===== config.mk =====
export PLATFORM = sky130hd
export DESIGN_NAME = digit_counter
export DESIGN_NICKNAME = d
export VERILOG_FILES = /design/src/rtl/digit_counter_pkg.sv /design/src/rtl/button_conditioner.sv /design/src/rtl/digit_counter.sv
export SDC_FILE = /design/constraint.sdc
export NUM_CORES = 1
export LEC_CHECK = 0
export CELL_PAD_IN_SITES_DETAIL_PLACEMENT = 1
export CELL_PAD_IN_SITES_GLOBAL_PLACEMENT = 2
export CORE_ASPECT_RATIO = 0.7
export CORE_MARGIN = 5
export CORE_UTILIZATION = 35
export CTS_CLUSTER_DIAMETER = 30
export DETAILED_ROUTE_END_ITERATION = 8
export PLACE_DENSITY = 0.76
export SLEW_MARGIN = 10
export SYNTH_ARGS = -nofsm -noshare
export SYNTH_HDL_FRONTEND = slang
export SYNTH_HIERARCHICAL = 1
export SYNTH_SLANG_ARGS = --single-unit
export TNS_END_PERCENT = 30

===== constraint.sdc =====
create_clock -name clk -period 2.95 [get_ports clk]
set_input_delay 0.295 -clock clk [delete_from_list [all_inputs] [get_ports clk]]
set_output_delay 0.295 -clock clk [all_outputs]
set_load 0.02 [all_outputs]

===== src/rtl/digit_counter_pkg.sv =====
// Shared types and constants for the two-digit button-driven counter.
package digit_counter_pkg;

  // Debounce FSM states for one pushbutton.
  typedef enum logic [1:0] {
    IDLE         = 2'd0,
    PRESS_WAIT   = 2'd1,
    HELD         = 2'd2,
    RELEASE_WAIT = 2'd3
  } db_state_t;

  localparam int DIGIT_W  = 4;

  // The only radices the seven-segment stage is wired for.
  localparam int BASE_DEC = 10;
  localparam int BASE_HEX = 16;

  function automatic bit base_legal(input int base);
    return (base == BASE_DEC) || (base == BASE_HEX);
  endfunction

endpackage


===== src/rtl/button_conditioner.sv =====
// One pushbutton: 2-FF synchronizer, debounce FSM and a single-cycle press pulse.
module button_conditioner
  import digit_counter_pkg::*;
#(
  parameter int DEBOUNCE_CYCLES = 500000
) (
  input  logic clk,
  input  logic rst_n,
  input  logic btn_n,
  output logic press
);

  // A width of at least one bit keeps DEBOUNCE_CYCLES = 1 legal.
  localparam int CNT_W = (DEBOUNCE_CYCLES > 1) ? $clog2(DEBOUNCE_CYCLES) : 1;
  localparam logic [CNT_W-1:0] CNT_LAST = CNT_W'(DEBOUNCE_CYCLES - 1);

  logic [1:0]       sync_ff;
  logic             level;
  db_state_t        state, state_next;
  logic [CNT_W-1:0] cnt, cnt_next;

  // Synchronizer idles at 1 (button released).
  always_ff @(posedge clk or negedge rst_n) begin
    if (!rst_n) sync_ff <= 2'b11;
    else        sync_ff <= {sync_ff[0], btn_n};
  end

  assign level = sync_ff[1];

  // FSM state and debounce counter registers.
  always_ff @(posedge clk or negedge rst_n) begin
    if (!rst_n) begin
      state <= IDLE;
      cnt   <= '0;
    end else begin
      state <= state_next;
      cnt   <= cnt_next;
    end
  end

  // Next-state logic; press fires on the PRESS_WAIT -> HELD transition only,
  // so a held button never repeats. The counter saturates at all ones.
  always_comb begin
    state_next = state;
    cnt_next   = cnt;
    press      = 1'b0;
    unique case (state)
      IDLE: begin
        if (!level) begin
          state_next = PRESS_WAIT;
          cnt_next   = '0;
        end
      end
      PRESS_WAIT: begin
        if (level) begin
          state_next = IDLE;
        end else if (cnt == CNT_LAST) begin
          state_next = HELD;
          press      = 1'b1;
        end else begin
          cnt_next = (cnt == '1) ? cnt : cnt + 1'b1;
        end
      end
      HELD: begin
        if (level) begin
          state_next = RELEASE_WAIT;
          cnt_next   = '0;
        end
      end
      RELEASE_WAIT: begin
        if (!level) begin
          state_next = HELD;
        end else if (cnt == CNT_LAST) begin
          state_next = IDLE;
        end else begin
          cnt_next = (cnt == '1) ? cnt : cnt + 1'b1;
        end
      end
      default: state_next = IDLE;
    endcase
  end

endmodule


===== src/rtl/digit_counter.sv =====
// Two-digit up/down counter (decimal or hex) stepped by debounced pushbuttons.
module digit_counter
  import digit_counter_pkg::*;
#(
  parameter int BASE            = 10,
  parameter int DEBOUNCE_CYCLES = 500000
) (
  input  logic               clk,
  input  logic               rst_n,
  input  logic               btn_inc_n,
  input  logic               btn_dec_n,
  input  logic               clr,
  input  logic               en,
  output logic [DIGIT_W-1:0] digit0,
  output logic [DIGIT_W-1:0] digit1,
  output logic               wrap
);

  if (!base_legal(BASE)) begin : g_bad_base
    $error("digit_counter: BASE must be 10 or 16");
  end

  localparam logic [DIGIT_W-1:0] DMAX = DIGIT_W'(BASE - 1);

  logic               inc_press, dec_press;
  logic [DIGIT_W-1:0] d0_next, d1_next;
  logic               wrap_next;

  button_conditioner #(.DEBOUNCE_CYCLES(DEBOUNCE_CYCLES)) u_inc (
    .clk   (clk),
    .rst_n (rst_n),
    .btn_n (btn_inc_n),
    .press (inc_press)
  );

  button_conditioner #(.DEBOUNCE_CYCLES(DEBOUNCE_CYCLES)) u_dec (
    .clk   (clk),
    .rst_n (rst_n),
    .btn_n (btn_dec_n),
    .press (dec_press)
  );

  // Priority: clear, enable, conflicting presses, then inc or dec with carry/borrow.
  // Presses not acted on here are dropped, never queued.
  always_comb begin
    d0_next   = digit0;
    d1_next   = digit1;
    wrap_next = 1'b0;
    if (clr) begin
      d0_next = '0;
      d1_next = '0;
    end else if (!en || (inc_press && dec_press)) begin
      // hold
    end else if (inc_press) begin
      if (digit0 == DMAX) begin
        d0_next = '0;
        if (digit1 == DMAX) begin
          d1_next   = '0;
          wrap_next = 1'b1;
        end else begin
          d1_next = digit1 + 1'b1;
        end
      end else begin
        d0_next = digit0 + 1'b1;
      end
    end else if (dec_press) begin
      if (digit0 == '0) begin
        d0_next = DMAX;
        if (digit1 == '0) begin
          d1_next   = DMAX;
          wrap_next = 1'b1;
        end else begin
          d1_next = digit1 - 1'b1;
        end
      end else begin
        d0_next = digit0 - 1'b1;
      end
    end
  end

  // Digit registers and the wrap pulse, updated together.
  always_ff @(posedge clk or negedge rst_n) begin
    if (!rst_n) begin
      digit0 <= '0;
      digit1 <= '0;
      wrap   <= 1'b0;
    end else begin
      digit0 <= d0_next;
      digit1 <= d1_next;
      wrap   <= wrap_next;
    end
  end

endmodule


### Yosys cells after proc, flatten, opt, wreduce, memory -nomap -nowiden

Cells that the tools add are included.

* bits in registers: 55
* input bits: 6
* output and inout port bits: 9

* $add $sub $neg: 6
* eq/ne operators: 26
* muxes and demuxes: 56
* reduce and logical (&&, ||, !) cells: 15

Operators by type and width (count)
* two-way mux 19 bit: 12
* case mux 19 bit (4 select lines): 2
* equality test 19 bit, second input constant: 4
* two-way mux 4 bit: 14
* adder 19 x 1 -> 19 bit, second input constant: 2
* two-way mux 2 bit: 12
* AND reduction 4 bit: 5
* case mux 2 bit (4 select lines): 2
* two-way mux 1 bit: 14
* != test 2 bit, second input constant: 5
* adder 4 x 1 -> 4 bit, second input constant: 2
* equality test 2 bit, second input constant: 4
* equality test 4 bit, second input constant: 2
* logical NOT 4 bit: 2
* != test 2 x 1 -> 1 bit, second input constant: 4
* subtractor 4 x 1 -> 4 bit, second input constant: 2
* != test 3 x 1 -> 1 bit, second input constant: 2
* != test 3 bit, second input constant: 2
* nonzero test 3 bit: 2
* equality test 2 x 1 -> 1 bit, second input constant: 2
* logical NOT 2 bit: 2
* != test 3 x 2 -> 1 bit, second input constant: 1
* AND reduction 2 bit: 1
* logical AND 1 bit: 1
* 2 further kinds: 2

### Logic depth before layout (Yosys ltp)

* depth in word-level cells: 8
* mapped depth: 10
* depth with buffers taken out: 9

### By module

The synthesis kept the hierarchy.

Modules (own cells, without submodules)
* button_conditioner at u_inc: times used 1, cells each 149, area an instance 1430.1 um2, sequential area each 578.1 um2
* button_conditioner at u_dec: times used 1, cells each 142, area an instance 1320.0 um2, sequential area each 578.1 um2
* digit_counter: times used 1, cells each 94, area an instance 719.4 um2, sequential area each 225.2 um2

### Worst setup path before layout

Ideal clock, no wire load.

* path kind: register -> register
* start point: reg u_dec.cnt[7]
* end point: reg digit1[2]
* data arrival time: 3.033 ns
* required time: 2.872 ns
* setup slack: -0.161 ns
* stages on the path, launching flop included: 9
* buffers on the path: 0
* clock period less this slack: 3.111 ns
* path through: dfrtp_1 -> or4_1 -> or4b_4 -> or2_2 -> nor3_1 -> and4b_1 -> o211ai_1 -> o21ai_0 -> a21oi_1

* longest elaborated chain between the ends: 8

RTL lines
* start: declaration: line button_conditioner.sv:20 `logic [CNT_W-1:0] cnt, cnt_next;`
* start signal: assignment: line button_conditioner.sv:37 `cnt <= cnt_next;`
* equality test 19 bit (*): line button_conditioner.sv:57 `end else if (cnt == CNT_LAST) begin`
* two-way mux 1 bit (*): line button_conditioner.sv:57
* two-way mux 1 bit (*): line button_conditioner.sv:55 `if (level) begin`
* two-way mux 1 bit (*): line button_conditioner.sv:47 `unique case (state)`
* net dec_press: line digit_counter.sv:25 `logic inc_press, dec_press;`
* logical AND 1 bit: line digit_counter.sv:52 `end else if (!en || (inc_press && dec_press)) begin`
* logical OR 1 bit: line digit_counter.sv:52
* != test 2 bit (no line)
* AND reduction 4 bit (no line) (*)
* end signal: assignment: line digit_counter.sv:89 `digit1 <= d1_next;`
* end: declaration: line digit_counter.sv:15 `output logic [DIGIT_W-1:0] digit1,`

The timed path passes the listed nets; every way through them passes the cells marked *.
A chain may end at the register's enable or synchronous reset.

### Worst setup path after layout

* start point: reg u_dec.cnt[14]
* end point: reg digit1[1]

Same word-level chain as after synthesis.

==> results.txt <==
- Commonest register cell after synthesis: dfrtp_1
- Total routing usage reported by global routing: 15.6%
- Antenna viol nets, final: 0
- For this run, the number of Yosys warnings is 6.
* Worst-case headroom to the max-slew limit: 43.5%
- The top cell types in the final layout, fill and taps aside, are dfrtp_1, nand2_1, nor2_1.
- Area growth, synth to finish: 14.5%
* Synth Area in Adders: 1.08%
* Number of cells in the finished layout apart from fillers: 531
* Top Usage Layer GRT: met1
- After floorplanning, the core was sized to cover around 9700 sq um.
- Worst setup timing slack at the placement stage: -0.0214 ns
- For this design the static power due to leakage is between 1.5 and 2 nW.
- Power density over the cells: 382 nW/um^2
- Clk sink count: 55
- The flow ran to the end, and the final reports show no timing, DRC or antenna violations.
- Netlist Area Pre-Place: 3470 sq um
- # fillers: about 1.1k
- The number of max-slew violations in the final report is 0.
- Detail Placement HPWL: 6530 um
- Die Area: around 12000 sq um
- Asr flop ratio synth: 100%
- For this run, design rule violations remaining after detail routing come to 0.
- Start-to-end type of the worst setup path: reg -> reg
* Xor-xnor portion of the synthesized cell area: under 10%
- The finished cells cover 3970 sq um.
- Final clock period utilization by the worst path: 97.3%
- In this run the critical register-to-register path is launched from u_dec/cnt[14]$_DFFE_PN0P_.
* Die boundary width: 129 um
- Post-route worst setup slack: 0.0798 ns
- Across the run, the number of max-cap violations was 0.
* Cell chosen for the clock root: clkbuf_16
- Mean number of vias per cell: 5.75
- Pre-antenna DRT Iters: 4
- Final min period: around 2.9 ns
* First-pass GRT wire length: 15300 um
* Rows: 30
- In the synthesized netlist, the number of instances is 385.
* GR met1 Demand/Resource: 23.9%
* Most common library cell in the layout ignoring fill and taps: dfrtp_1
- Entering global routing, the biggest net connects 28 pins.
- Number of enable-type register cells in the synthesized netlist: 0
- Skew-Pair Late Insertion Delay: 0.30 ns
- In this run the cell area measured after placement is roughly 3800 sq um.
* Post-synthesis share of cell area spent on and, or, nand and nor gates: 28.2%
* Max Clock Skew: 0.00421 ns
- Clock-pin slew on the worst setup and hold paths: 0.07 ns
- Avg Inst Size Synth: 9.01 sq um
- The number of antenna violations at the first check in global routing came to 0.
- In this run the tool buffered the top-level ports with 14 buffer cells.
* Via total after detailed routing: 3052
- The H-tree generated during clock tree synthesis spans 2 levels.
- Synthesis produced a netlist with a net count of 394.
* Startpoint type of the worst setup path: register
* Class of the tightest hold or removal check: in -> async
* Start point of the critical path: u_dec/cnt[14]$_DFFE_PN0P_
* Nets@finish: around 410
* Number of diodes: 0
- For this run the aggregate overflow at the end of global routing stands at 0.
- CP Data Required Time: 3.17 ns
* Achievable Freq: 348 MHz
* Die Y-Extent: 93.3 um
* Crit Path Max Fanout: 7
* Total of flip-flops plus latches after synthesis: 55
- After synthesis, the largest family of logic cells by area is simple AND/OR/NAND/NOR gates.
- The count of final hold-check violations is 0.
* Post-synthesis sequential area ratio: 39.8%
- M3 GR Usage: 3.14%
* Multiplexer area fraction after synthesis: 2.13%
- Effective utilization at floorplan: 35.8%
- Capturing element type of the critical path: register
- Area taken by multi-input logic gates: 1960 sq um
* Number of global-route vias before repair: 2964
- CP arrival: 3.09 ns
* Slew @ Worst Pin: 0.826 ns
- Final routed wire length divided by cell count: around 17 um
- Total Wirelength: 9060 um
* Count of cell types in the netlist: 72
* Number of buffers added by the clock tree synthesis step: 5
* Setup repair after global routing missed its margin: yes
* Compound-cell area share of the yosys netlist: 21.2%
- Number of endpoints failing setup at the final stage: 0
- Peak supply drop: approximately 0.21 mV
* Fraction of final layout cells with drive strength greater than 1: 13.9%
- Top Ports: 15
- Area taken by flip-flops and latches: approximately 1400 sq um
* Met2 track demand over resource in global routing: between 20% and 30%
- In this run, the number of DRC markers left after iteration 0 of detailed routing was 204.
* CTS tree: yes
- At the end of routability-driven placement, the weighted congestion stood at 0.797.
- Counting along the longest clock path gives a buffer depth of 2.
* Count of placed standard cells including taps: 522
## worst max-delay path: stages (launching register included)
cell,delay (ns)
dfrtp_1,0.39
or4_1,0.52
or4b_4,0.55
or2_4,0.26
nor3_4,0.22
nor4b_2,0.22
o211ai_1,0.11
buf_4,0.18
a211o_1,0.22
a21oi_1,0.13
## layout make-up
| cell class | count | area share, % |
|---|---|---|
| multi-input cells | 295 | 49.4 |
| inverters | 11 | 1.04 |
| clock inverters | 1 | 0.126 |
| well taps | 128 | 4.03 |
| clock buffers | 7 | 3.34 |
| flip-flops and latches | 55 | 34.8 |
| repair buffers | 34 | 7.28 |
## flip-flops by register name (all words and copies together) (netlist names), named ones only
name and count:
u_dec/state 1, u_inc/sync_ff 2, wrap 1, digit1 4, u_inc/cnt 19, u_inc/state 1, digit0 4, u_dec/cnt 19
u_dec/sync_ff 2
## layer usage
layer / routed length, um / up-vias
li1: - / 1484
met1: 4840 / 1531
met2: 3860 / 31
met3: 305 / 6
met4: 53 / 0
met5: 0 / -
## Yosys cell counts (5+ instances only)
| library cell | n | area [sq um] |
|---|---|---|
| dfrtp_1 | 51 | 1280 |
| nand2_1 | 45 | 169 |
| nor2_1 | 23 | 86.3 |
| nand3_1 | 17 | 85.1 |
| a21oi_1 | 15 | 75.1 |
| clkbuf_1 | 13 | 48.8 |
| o21ai_0 | 13 | 65.1 |
| inv_1 | 10 | 37.5 |
| nand4_1 | 10 | 62.6 |
| nor4_1 | 10 | 62.6 |
| nor3_1 | 9 | 45.0 |
| o31ai_1 | 9 | 67.6 |
| and3_1 | 8 | 50.1 |
| xnor2_1 | 8 | 70.1 |
| a2bb2oi_1 | 7 | 61.3 |
| and4_1 | 7 | 61.3 |
| buf_2 | 7 | 35.0 |
| nand2b_1 | 7 | 43.8 |
| o21ai_1 | 7 | 35.0 |
| a21o_1 | 5 | 37.5 |
## what timing repair did
| action | CTS | global route |
|---|---|---|
| gates resized for setup | 1 | 6 |
| endpoints found under the setup margin | 1 | 8 |
| hold buffers | 0 | 0 |
| setup buffers | 0 | 1 |
| pin swaps | 1 | 3 |
## path summary, 6_finish.rpt
| kind | endpoint | slack (ns) | cells past startpoint |
|---|---|---|---|
| min in group clk | u_dec/sync_ff[1]$_DFF_PN1_ | 0.36 | 0 |
| worst max register to register | digit1[1]$_DFFE_PN0P_ | 0.08 | 9 |
| worst max-delay path | digit1[1]$_DFFE_PN0P_ | 0.08 | 9 |
| worst min-delay path | u_dec/cnt[4]$_DFFE_PN0P_ | 0.02 | 1 |
| max in group asynchronous | u_inc/sync_ff[1]$_DFF_PN1_ | 2.20 | 2 |
| worst min register to register | u_dec/sync_ff[1]$_DFF_PN1_ | 0.36 | 0 |
## per-stage QoR
stage          hold WS [ns]  total power [mW]  TNS (ns)  utilization [%]
2_1_floorplan     -0.000591             0.900         0                -
3_3_place_gp          0.347             0.942         0             39.2
3_5_place_dp          0.348             0.948   -0.0214             39.2
4_1_cts              0.0442              1.54         0             40.6
5_1_grt              0.0743              1.59   -0.0685             41.0
6_report             0.0230              1.52         0             41.0
## power breakdown
group          switching [mW]  total [mW]  internal, mW  leakage [nW]
combinational          0.0697       0.113        0.0428         0.833
sequential             0.0397       0.820         0.780         0.745
clock                   0.270       0.586         0.315        0.0679
total                   0.380        1.52          1.14          1.65
## logic make-up after synthesis
kind of cell,after synthesis
AND/OR/NAND/NOR,173
AO/OA/AOI/OAI,101
flip-flops,55
buffers and inverters,35
XOR/XNOR,11
multiplexers,7
adder cells (fa/ha/maj),3
Power figures use the tool's default switching activity.
